<file path="src/rtl/multicycle_ctrl_if.sv">
// Handshake and control bundle between the multicycle controller (master)
// and the instruction register / datapath / data memory side (slave).
interface multicycle_ctrl_if #(
   parameter int OPW   = 4,
   parameter int DEPTH = 15,
   parameter int SPW   = $clog2(DEPTH + 1)
);
   logic [OPW-1:0] opcode;
   logic           instr_valid;
   logic           zero;
   logic           mem_ready;

   logic           ir_wr;
   logic           pc_wr;
   logic           pc_src;
   logic           lwsw;
   logic           jump;
   logic           branch;
   logic           memread;
   logic           memwrt;
   logic           memtoreg;
   logic           regwrt;
   logic           regsrc;
   logic           push;
   logic           pop;
   logic [1:0]     wrtdata;
   logic [2:0]     ALUop;
   logic [SPW-1:0] stack_addr;
   logic [SPW-1:0] sp_count;
   logic           stack_full;
   logic           stack_empty;
   logic           illegal;
   logic           stack_fault;
   logic           busy;

   modport master (
      input  opcode, instr_valid, zero, mem_ready,
      output ir_wr, pc_wr, pc_src, lwsw, jump, branch, memread, memwrt,
             memtoreg, regwrt, regsrc, push, pop, wrtdata, ALUop,
             stack_addr, sp_count, stack_full, stack_empty, illegal,
             stack_fault, busy
   );

   modport slave (
      output opcode, instr_valid, zero, mem_ready,
      input  ir_wr, pc_wr, pc_src, lwsw, jump, branch, memread, memwrt,
             memtoreg, regwrt, regsrc, push, pop, wrtdata, ALUop,
             stack_addr, sp_count, stack_full, stack_empty, illegal,
             stack_fault, busy
   );
endinterface

</file>
<file path="src/rtl/multicycle_ctrl.sv">
// Multicycle FETCH/DECODE/EXEC/MEM/WB controller with hardware stack pointer.
// Define CTRL_STACK_GUARD_EN to enable the DECODE overflow/underflow guard.
//
// state    | meaning
// ---------+---------------------------------------------------------
// S_FETCH  | idle, waiting for instr_valid; latches opcode into op_q
// S_DECODE | legality and stack guard check
// S_EXEC   | ALU/shift/jump/branch complete here; address phase for mem ops
// S_MEM    | data memory access held until mem_ready
// S_WB     | register write-back for LW and POP
module multicycle_ctrl #(
   parameter int OPW   = 4,
   parameter int DEPTH = 15,
   parameter int SPW   = $clog2(DEPTH + 1)
) (
   input  logic             clk,
   input  logic             reset,
   multicycle_ctrl_if.master bus
);

   typedef enum logic [2:0] {
      S_FETCH,
      S_DECODE,
      S_EXEC,
      S_MEM,
      S_WB
   } state_t;

   localparam logic [SPW-1:0] SP_MAX = SPW'(DEPTH);

   state_t         state;
   state_t         state_nxt;
   logic [OPW-1:0] op_q;
   logic [SPW-1:0] sp_count;
   logic [SPW-1:0] sp_inc;
   logic [SPW-1:0] sp_dec;
   logic           sp_inc_en;
   logic           sp_dec_en;

   logic [3:0] op_lo;
   logic       hi_zero;
   logic       op_legal;
   logic       op_alu;
   logic       op_shift;
   logic       op_lw;
   logic       op_sw;
   logic       op_jump;
   logic       op_beq;
   logic       op_push;
   logic       op_pop;
   logic       sp_full;
   logic       sp_empty;
   logic       guard_trip;
   logic [2:0] alu_code;

   logic           c_ir_wr, c_pc_wr, c_pc_src, c_lwsw, c_jump, c_branch;
   logic           c_memread, c_memwrt, c_memtoreg, c_regwrt, c_regsrc;
   logic           c_push, c_pop, c_illegal, c_fault;
   logic [1:0]     c_wrtdata;
   logic [2:0]     c_aluop;
   logic [SPW-1:0] c_stack_addr;

   assign op_lo    = op_q[3:0];
   assign hi_zero  = ((op_q >> 4) == '0);
   assign op_legal = hi_zero && !(op_lo inside {4'b0111, 4'b1010, 4'b1011});
   assign op_alu   = hi_zero && (op_lo inside {4'b0000, 4'b0001, 4'b0010,
                                               4'b0011, 4'b0101, 4'b0110});
   assign op_shift = hi_zero && (op_lo == 4'b0100);
   assign op_lw    = hi_zero && (op_lo == 4'b1000);
   assign op_sw    = hi_zero && (op_lo == 4'b1001);
   assign op_jump  = hi_zero && (op_lo == 4'b1100);
   assign op_beq   = hi_zero && (op_lo == 4'b1101);
   assign op_push  = hi_zero && (op_lo == 4'b1110);
   assign op_pop   = hi_zero && (op_lo == 4'b1111);

   assign sp_full  = (sp_count == SP_MAX);
   assign sp_empty = (sp_count == '0);

   // Wrap in both directions; only reachable when the guard is compiled out.
   assign sp_inc = sp_full  ? '0     : sp_count + SPW'(1);
   assign sp_dec = sp_empty ? SP_MAX : sp_count - SPW'(1);

`ifdef CTRL_STACK_GUARD_EN
   assign guard_trip = (op_push && sp_full) || (op_pop && sp_empty);
`else
   assign guard_trip = 1'b0;
`endif

   always_comb begin
      alu_code = 3'b000;
      case (op_lo)
         4'b0001: alu_code = 3'b001;
         4'b0010: alu_code = 3'b100;
         4'b0011: alu_code = 3'b101;
         4'b0101: alu_code = 3'b010;
         4'b0110: alu_code = 3'b011;
         default: alu_code = 3'b000;
      endcase
   end

   assign sp_inc_en = (state == S_MEM) && bus.mem_ready && op_push;
   assign sp_dec_en = (state == S_WB) && op_pop;

   always_ff @(posedge clk) begin
      if (reset) begin
         state    <= S_FETCH;
         op_q     <= '0;
         sp_count <= '0;
      end else begin
         state <= state_nxt;
         if (state == S_FETCH && bus.instr_valid)
            op_q <= bus.opcode;
         if (sp_inc_en)
            sp_count <= sp_inc;
         else if (sp_dec_en)
            sp_count <= sp_dec;
      end
   end

   always_comb begin
      state_nxt    = state;
      c_ir_wr      = 1'b0;
      c_pc_wr      = 1'b0;
      c_pc_src     = 1'b0;
      c_lwsw       = 1'b0;
      c_jump       = 1'b0;
      c_branch     = 1'b0;
      c_memread    = 1'b0;
      c_memwrt     = 1'b0;
      c_memtoreg   = 1'b0;
      c_regwrt     = 1'b0;
      c_regsrc     = 1'b0;
      c_push       = 1'b0;
      c_pop        = 1'b0;
      c_illegal    = 1'b0;
      c_fault      = 1'b0;
      c_wrtdata    = 2'b00;
      c_aluop      = 3'b000;
      c_stack_addr = '0;

      case (state)
         S_FETCH: begin
            if (bus.instr_valid) begin
               c_ir_wr   = 1'b1;
               state_nxt = S_DECODE;
            end
         end

         S_DECODE: begin
            if (!op_legal) begin
               c_illegal = 1'b1;
               c_pc_wr   = 1'b1;
               state_nxt = S_FETCH;
            end else if (guard_trip) begin
               c_fault   = 1'b1;
               c_pc_wr   = 1'b1;
               state_nxt = S_FETCH;
            end else begin
               state_nxt = S_EXEC;
            end
         end

         S_EXEC: begin
            state_nxt = S_FETCH;
            if (op_alu || op_shift) begin
               c_regwrt = 1'b1;
               c_pc_wr  = 1'b1;
               c_aluop  = alu_code;
               if (op_shift) begin
                  c_wrtdata = 2'b01;
                  c_regsrc  = 1'b1;
               end
            end else if (op_jump) begin
               c_jump  = 1'b1;
               c_pc_wr = 1'b1;
            end else if (op_beq) begin
               c_branch = 1'b1;
               c_pc_src = bus.zero;
               c_aluop  = 3'b001;
               c_pc_wr  = 1'b1;
            end else if (op_lw || op_sw) begin
               c_lwsw    = op_lw;
               state_nxt = S_MEM;
            end else if (op_push || op_pop) begin
               c_regsrc  = 1'b1;
               state_nxt = S_MEM;
            end
         end

         S_MEM: begin
            if (op_lw) begin
               c_memread = 1'b1;
            end else if (op_sw) begin
               c_memwrt = 1'b1;
            end else if (op_push) begin
               c_memwrt     = 1'b1;
               c_push       = 1'b1;
               c_stack_addr = sp_count;
            end else if (op_pop) begin
               c_memread    = 1'b1;
               c_pop        = 1'b1;
               c_stack_addr = sp_count - SPW'(1);
            end
            if (bus.mem_ready) begin
               if (op_sw || op_push) begin
                  c_pc_wr   = 1'b1;
                  state_nxt = S_FETCH;
               end else begin
                  state_nxt = S_WB;
               end
            end
         end

         S_WB: begin
            c_regwrt   = 1'b1;
            c_pc_wr    = 1'b1;
            c_memtoreg = op_lw;
            if (op_pop) begin
               c_wrtdata = 2'b10;
               c_regsrc  = 1'b1;
            end
            state_nxt = S_FETCH;
         end

         default: state_nxt = S_FETCH;
      endcase
   end

   assign bus.ir_wr       = c_ir_wr;
   assign bus.pc_wr       = c_pc_wr;
   assign bus.pc_src      = c_pc_src;
   assign bus.lwsw        = c_lwsw;
   assign bus.jump        = c_jump;
   assign bus.branch      = c_branch;
   assign bus.memread     = c_memread;
   assign bus.memwrt      = c_memwrt;
   assign bus.memtoreg    = c_memtoreg;
   assign bus.regwrt      = c_regwrt;
   assign bus.regsrc      = c_regsrc;
   assign bus.push        = c_push;
   assign bus.pop         = c_pop;
   assign bus.wrtdata     = c_wrtdata;
   assign bus.ALUop       = c_aluop;
   assign bus.stack_addr  = c_stack_addr;
   assign bus.sp_count    = sp_count;
   assign bus.stack_full  = sp_full;
   assign bus.stack_empty = sp_empty;
   assign bus.illegal     = c_illegal;
   assign bus.stack_fault = c_fault;
   assign bus.busy        = (state != S_FETCH);

endmodule
</file>
<file path="src/flat_wrapper.sv">
// flat-port wrapper written by rule: the top's interface ports become plain ports
module multicycle_ctrl_flat 
#(
   parameter int OPW   = 4,
   parameter int DEPTH = 15,
   parameter int SPW   = $clog2(DEPTH + 1)
)
  (clk, reset, bus_opcode, bus_instr_valid, bus_zero, bus_mem_ready, bus_ir_wr, bus_pc_wr, bus_pc_src, bus_lwsw, bus_jump, bus_branch, bus_memread, bus_memwrt, bus_memtoreg, bus_regwrt, bus_regsrc, bus_push, bus_pop, bus_wrtdata, bus_ALUop, bus_stack_addr, bus_sp_count, bus_stack_full, bus_stack_empty, bus_illegal, bus_stack_fault, bus_busy);
  multicycle_ctrl_if #(.OPW(OPW), .DEPTH(DEPTH), .SPW(SPW)) bus_i ();
  input  logic clk;
  input  logic reset;
  input wire logic [$bits(bus_i.opcode)-1:0] bus_opcode;
  input wire logic [$bits(bus_i.instr_valid)-1:0] bus_instr_valid;
  input wire logic [$bits(bus_i.zero)-1:0] bus_zero;
  input wire logic [$bits(bus_i.mem_ready)-1:0] bus_mem_ready;
  output wire logic [$bits(bus_i.ir_wr)-1:0] bus_ir_wr;
  output wire logic [$bits(bus_i.pc_wr)-1:0] bus_pc_wr;
  output wire logic [$bits(bus_i.pc_src)-1:0] bus_pc_src;
  output wire logic [$bits(bus_i.lwsw)-1:0] bus_lwsw;
  output wire logic [$bits(bus_i.jump)-1:0] bus_jump;
  output wire logic [$bits(bus_i.branch)-1:0] bus_branch;
  output wire logic [$bits(bus_i.memread)-1:0] bus_memread;
  output wire logic [$bits(bus_i.memwrt)-1:0] bus_memwrt;
  output wire logic [$bits(bus_i.memtoreg)-1:0] bus_memtoreg;
  output wire logic [$bits(bus_i.regwrt)-1:0] bus_regwrt;
  output wire logic [$bits(bus_i.regsrc)-1:0] bus_regsrc;
  output wire logic [$bits(bus_i.push)-1:0] bus_push;
  output wire logic [$bits(bus_i.pop)-1:0] bus_pop;
  output wire logic [$bits(bus_i.wrtdata)-1:0] bus_wrtdata;
  output wire logic [$bits(bus_i.ALUop)-1:0] bus_ALUop;
  output wire logic [$bits(bus_i.stack_addr)-1:0] bus_stack_addr;
  output wire logic [$bits(bus_i.sp_count)-1:0] bus_sp_count;
  output wire logic [$bits(bus_i.stack_full)-1:0] bus_stack_full;
  output wire logic [$bits(bus_i.stack_empty)-1:0] bus_stack_empty;
  output wire logic [$bits(bus_i.illegal)-1:0] bus_illegal;
  output wire logic [$bits(bus_i.stack_fault)-1:0] bus_stack_fault;
  output wire logic [$bits(bus_i.busy)-1:0] bus_busy;
  assign bus_i.opcode = bus_opcode;
  assign bus_i.instr_valid = bus_instr_valid;
  assign bus_i.zero = bus_zero;
  assign bus_i.mem_ready = bus_mem_ready;
  assign bus_ir_wr = bus_i.ir_wr;
  assign bus_pc_wr = bus_i.pc_wr;
  assign bus_pc_src = bus_i.pc_src;
  assign bus_lwsw = bus_i.lwsw;
  assign bus_jump = bus_i.jump;
  assign bus_branch = bus_i.branch;
  assign bus_memread = bus_i.memread;
  assign bus_memwrt = bus_i.memwrt;
  assign bus_memtoreg = bus_i.memtoreg;
  assign bus_regwrt = bus_i.regwrt;
  assign bus_regsrc = bus_i.regsrc;
  assign bus_push = bus_i.push;
  assign bus_pop = bus_i.pop;
  assign bus_wrtdata = bus_i.wrtdata;
  assign bus_ALUop = bus_i.ALUop;
  assign bus_stack_addr = bus_i.stack_addr;
  assign bus_sp_count = bus_i.sp_count;
  assign bus_stack_full = bus_i.stack_full;
  assign bus_stack_empty = bus_i.stack_empty;
  assign bus_illegal = bus_i.illegal;
  assign bus_stack_fault = bus_i.stack_fault;
  assign bus_busy = bus_i.busy;
  multicycle_ctrl #(.OPW(OPW), .DEPTH(DEPTH), .SPW(SPW)) u_core (.clk(clk), .reset(reset), .bus(bus_i));
endmodule
</file>
<file path="config.mk">
export PLATFORM = sky130hd
export DESIGN_NAME = multicycle_ctrl_flat
export DESIGN_NICKNAME = d
export VERILOG_FILES = /design/src/rtl/multicycle_ctrl_if.sv /design/src/rtl/multicycle_ctrl.sv /design/src/flat_wrapper.sv
export SDC_FILE = /design/constraint.sdc
export NUM_CORES = 1
export LEC_CHECK = 0
export CORE_MARGIN = 3
export CORE_UTILIZATION = 42
export CTS_CLUSTER_SIZE = 25
export DETAILED_ROUTE_END_ITERATION = 10
export PLACE_DENSITY_LB_ADDON = 0.15
export SLEW_MARGIN = 20
export SYNTH_ARGS = -nofsm -noshare
export SYNTH_HDL_FRONTEND = slang
export SYNTH_SLANG_ARGS = --single-unit
</file>
<file path="constraint.sdc">
create_clock -name clk -period 2.2 [get_ports clk]
set_clock_uncertainty 0.15 [all_clocks]
set_input_delay 0.44 -clock clk [delete_from_list [all_inputs] [get_ports clk]]
set_output_delay 0.44 -clock clk [all_outputs]
set_load 0.03 [all_outputs]
</file>
==> metrics.cfg <==
[clock_network]
cts_hold_buf = 0
htreeDepth = 1
cts_buffers = 3
cts.sinks = 11
cts_tree = built
clkLatencyLatePin_ps = 260
clk_pin_slew_worst_paths_ps = 60
cts_max_path_buffers = 2
root_buffer = clkbuf_4

[sta]
setup_slack_ps = -164.3
finalHoldViolCount = 0
tns_ps = -457.1
clock.fmax_mhz = 423.0
min_period_over_period_pct = 107.5
final-max-slew-violation-count = 0
setup-violations-final = 5
period_minus_slack_ps = 2364
whs_ps = 407.5
rsz0062_at_grt = true

[floorplanning]
die_y_um = 54.02
die_area_mm2 = 0.002918
die_w_um = 54.02
pin_count = 40
core_mm2 = 0.002062
rows = 16
start_util_pct = 46.97

[grt]
antenna_found_initial = 0
grt_pass1_wl_mm = 4.609
overflow = 0
grt_pass1_vias = 1047
grt_max_degree = 11
gr-usage-all-layers_pct = 21.10

[critical_path]
cp.required_ps = 1610
r2r-start = u_core.state[2]$_SDFFE_PP0P_
arrival_ps = 1770
crit_path_cell_trace = or3b_4 -> or3_4 -> o22ai_2 -> and2_1 -> buf_6
cp-end-kind = output port
crit_type = flop to output port
crit_family = simple AND/OR/NAND/NOR gates
critPathBufInv = 1
crit_path_max_incr_delay_ps = 390
slowest_stage = or3b_4
crit_start = u_core.state[2]$_SDFFE_PP0P_
crit_fanout = 3
startpoint_type = flop

[outcome]
status = finished, violations left
violations = setup timing

[yosys]
yosys-top-cells-area = dfxtp_1, nor2_1, nor3_1
synth_top_area_share_pct = 22.74
synth-seq-area-share_pct = 22.74
synth-edff-count = 0
syn_inst = 137
synth.distinct_cells = 45
synth_nets = 148
synth_seq_cells = 11
yosys_warnings = 0
synth_ff_type = dfxtp_1
synth-async-reset-ratio_pct = 0
syn_area_um2 = 968.4
avgSynthCellArea_um2 = 7.069
yosys.area.top_type = dfxtp_1

[detailed_routing]
vias = 1207
viasPerCell = 5.588
ant_nets = 0
wl_mm = 3.357
firstDrtPassIters = 4
drc_errors = 0
wl_per_cell_um = 15.54
drtIter0Drc = 26

[placed_design]
gp_congestion = 0.9244
dp.final_hpwl_mm = 2.159
numPortBuffers = 38

[pwr]
p_total_mw = 0.5219
vdd_drop_max_v = 0.0003587
powerDensity_mw_per_mm2 = 315.5
power_leakage_nw = 0.7096

[cells_and_area]
area_delta_synth_final_pct = 70.80
antenna_cells = 0
drive_gt1_share_pct = 46.03
final_cell_mix = buf_4, nor2_1, clkdlybuf4s50_1
fillers = 135
fin_nets = 201
final_common_cell = buf_4

[hold_path]
hold_class = flop to flop
hold_start = u_core.op_lo[2]$_SDFFE_PP0P_

[flow_run]
drv_cap = 0

[synthesized netlist by cell type (all sizes together) (2+ instances only)]
| cell | count |
|---|---|
| nor2 | 23 |
| dfxtp | 11 |
| nor3 | 11 |
| inv | 10 |
| clkbuf | 7 |
| a21oi | 6 |
| nand2 | 6 |
| nor3b | 6 |
| and3 | 5 |
| buf | 4 |
| xnor2 | 4 |
| a211oi | 3 |
| mux2i | 3 |
| nand2b | 3 |
| nand3b | 3 |
| a2111oi | 2 |
| a41oi | 2 |
| and2 | 2 |
| ha | 2 |
| nand3 | 2 |
| nor4 | 2 |
| o21ai | 2 |
| or3b | 2 |
[power breakdown]
| group | internal [mW] | switching (mW) |
|---|---|---|
| clock network | 0.0700 | 0.0599 |
| logic | 0.0783 | 0.0930 |
| registers | 0.207 | 0.0134 |
| total | 0.356 | 0.166 |
[state kept, by name, indices dropped and copies added, names as in the netlist]
| name | flops |
|---|---|
| u_core.op_lo | 4 |
| u_core.bus.sp_count | 4 |
| u_core.state | 3 |
[kinds of logic (layout without fill, tap and decap cells)]
kind of cell	count (synthesis)	in the layout	synth area share [%]
adder cells (fa/ha/maj)	2	2	2.584
XOR/XNOR	5	5	4.522
buffers and inverters	21	73	8.656
other	1	1	0.3872
flip-flops	11	11	22.74
multiplexers	4	4	4.264
AND/OR/NAND/NOR	69	69	39.28
AO/OA/AOI/OAI	24	24	17.57
[final timing paths]
path	endpoint	slack [ps]	cells past startpoint
max	bus_regsrc	-160	5
min reg2reg	u_core.op_lo[2]$_SDFFE_PP0P_	410	2
max reg2reg	u_core.bus.sp_count[1]$_SDFFE_PP0P_	110	6
min	u_core.op_lo[2]$_SDFFE_PP0P_	410	2
[layout make-up]
cell class,count,area [um^2],share of cell area (%)
clock buffers,4,26.28,1.588
well taps,27,33.78,2.042
multi-input cells,105,812.0,49.09
flip-flops and latches,11,236.5,14.30
inverters,10,37.54,2.269
repair buffers,59,508.0,30.71
[per-layer routing]
metal  GRT usage, %  wire length, um  vias up
met1          27.69             1393      562
met2          35.28             1686       48
met4          9.544               91        0
met3          1.108              186       10
li1               -                -      587
met5              0                0        -
[worst reg2reg max path: cells and delay by family, from the launching register on]
family,cells,cell delay [ps]
simple gates,3,760
compound gates,1,400
flops,1,330
buf+inv,2,310
[per-stage QoR]
step	cells	utilization, %	setup WS, ps	cell area, um^2
global route	216	80.22	-196.1	1654
CTS	209	71.36	-132.7	1471
global placement	205	68.57	121.2	1414
floorplan	137	-	-71.71	1003
finish	216	80.22	-164.3	1654
detailed placement	205	68.57	52.72	1414
[timing repair]
item | CTS | global route
endpoints found under the setup margin | 9 | 11
pin swaps | 1 | 8
setup buffers | 0 | 7
resized for setup | 12 | 34
(Power assumes the default switching activity.)
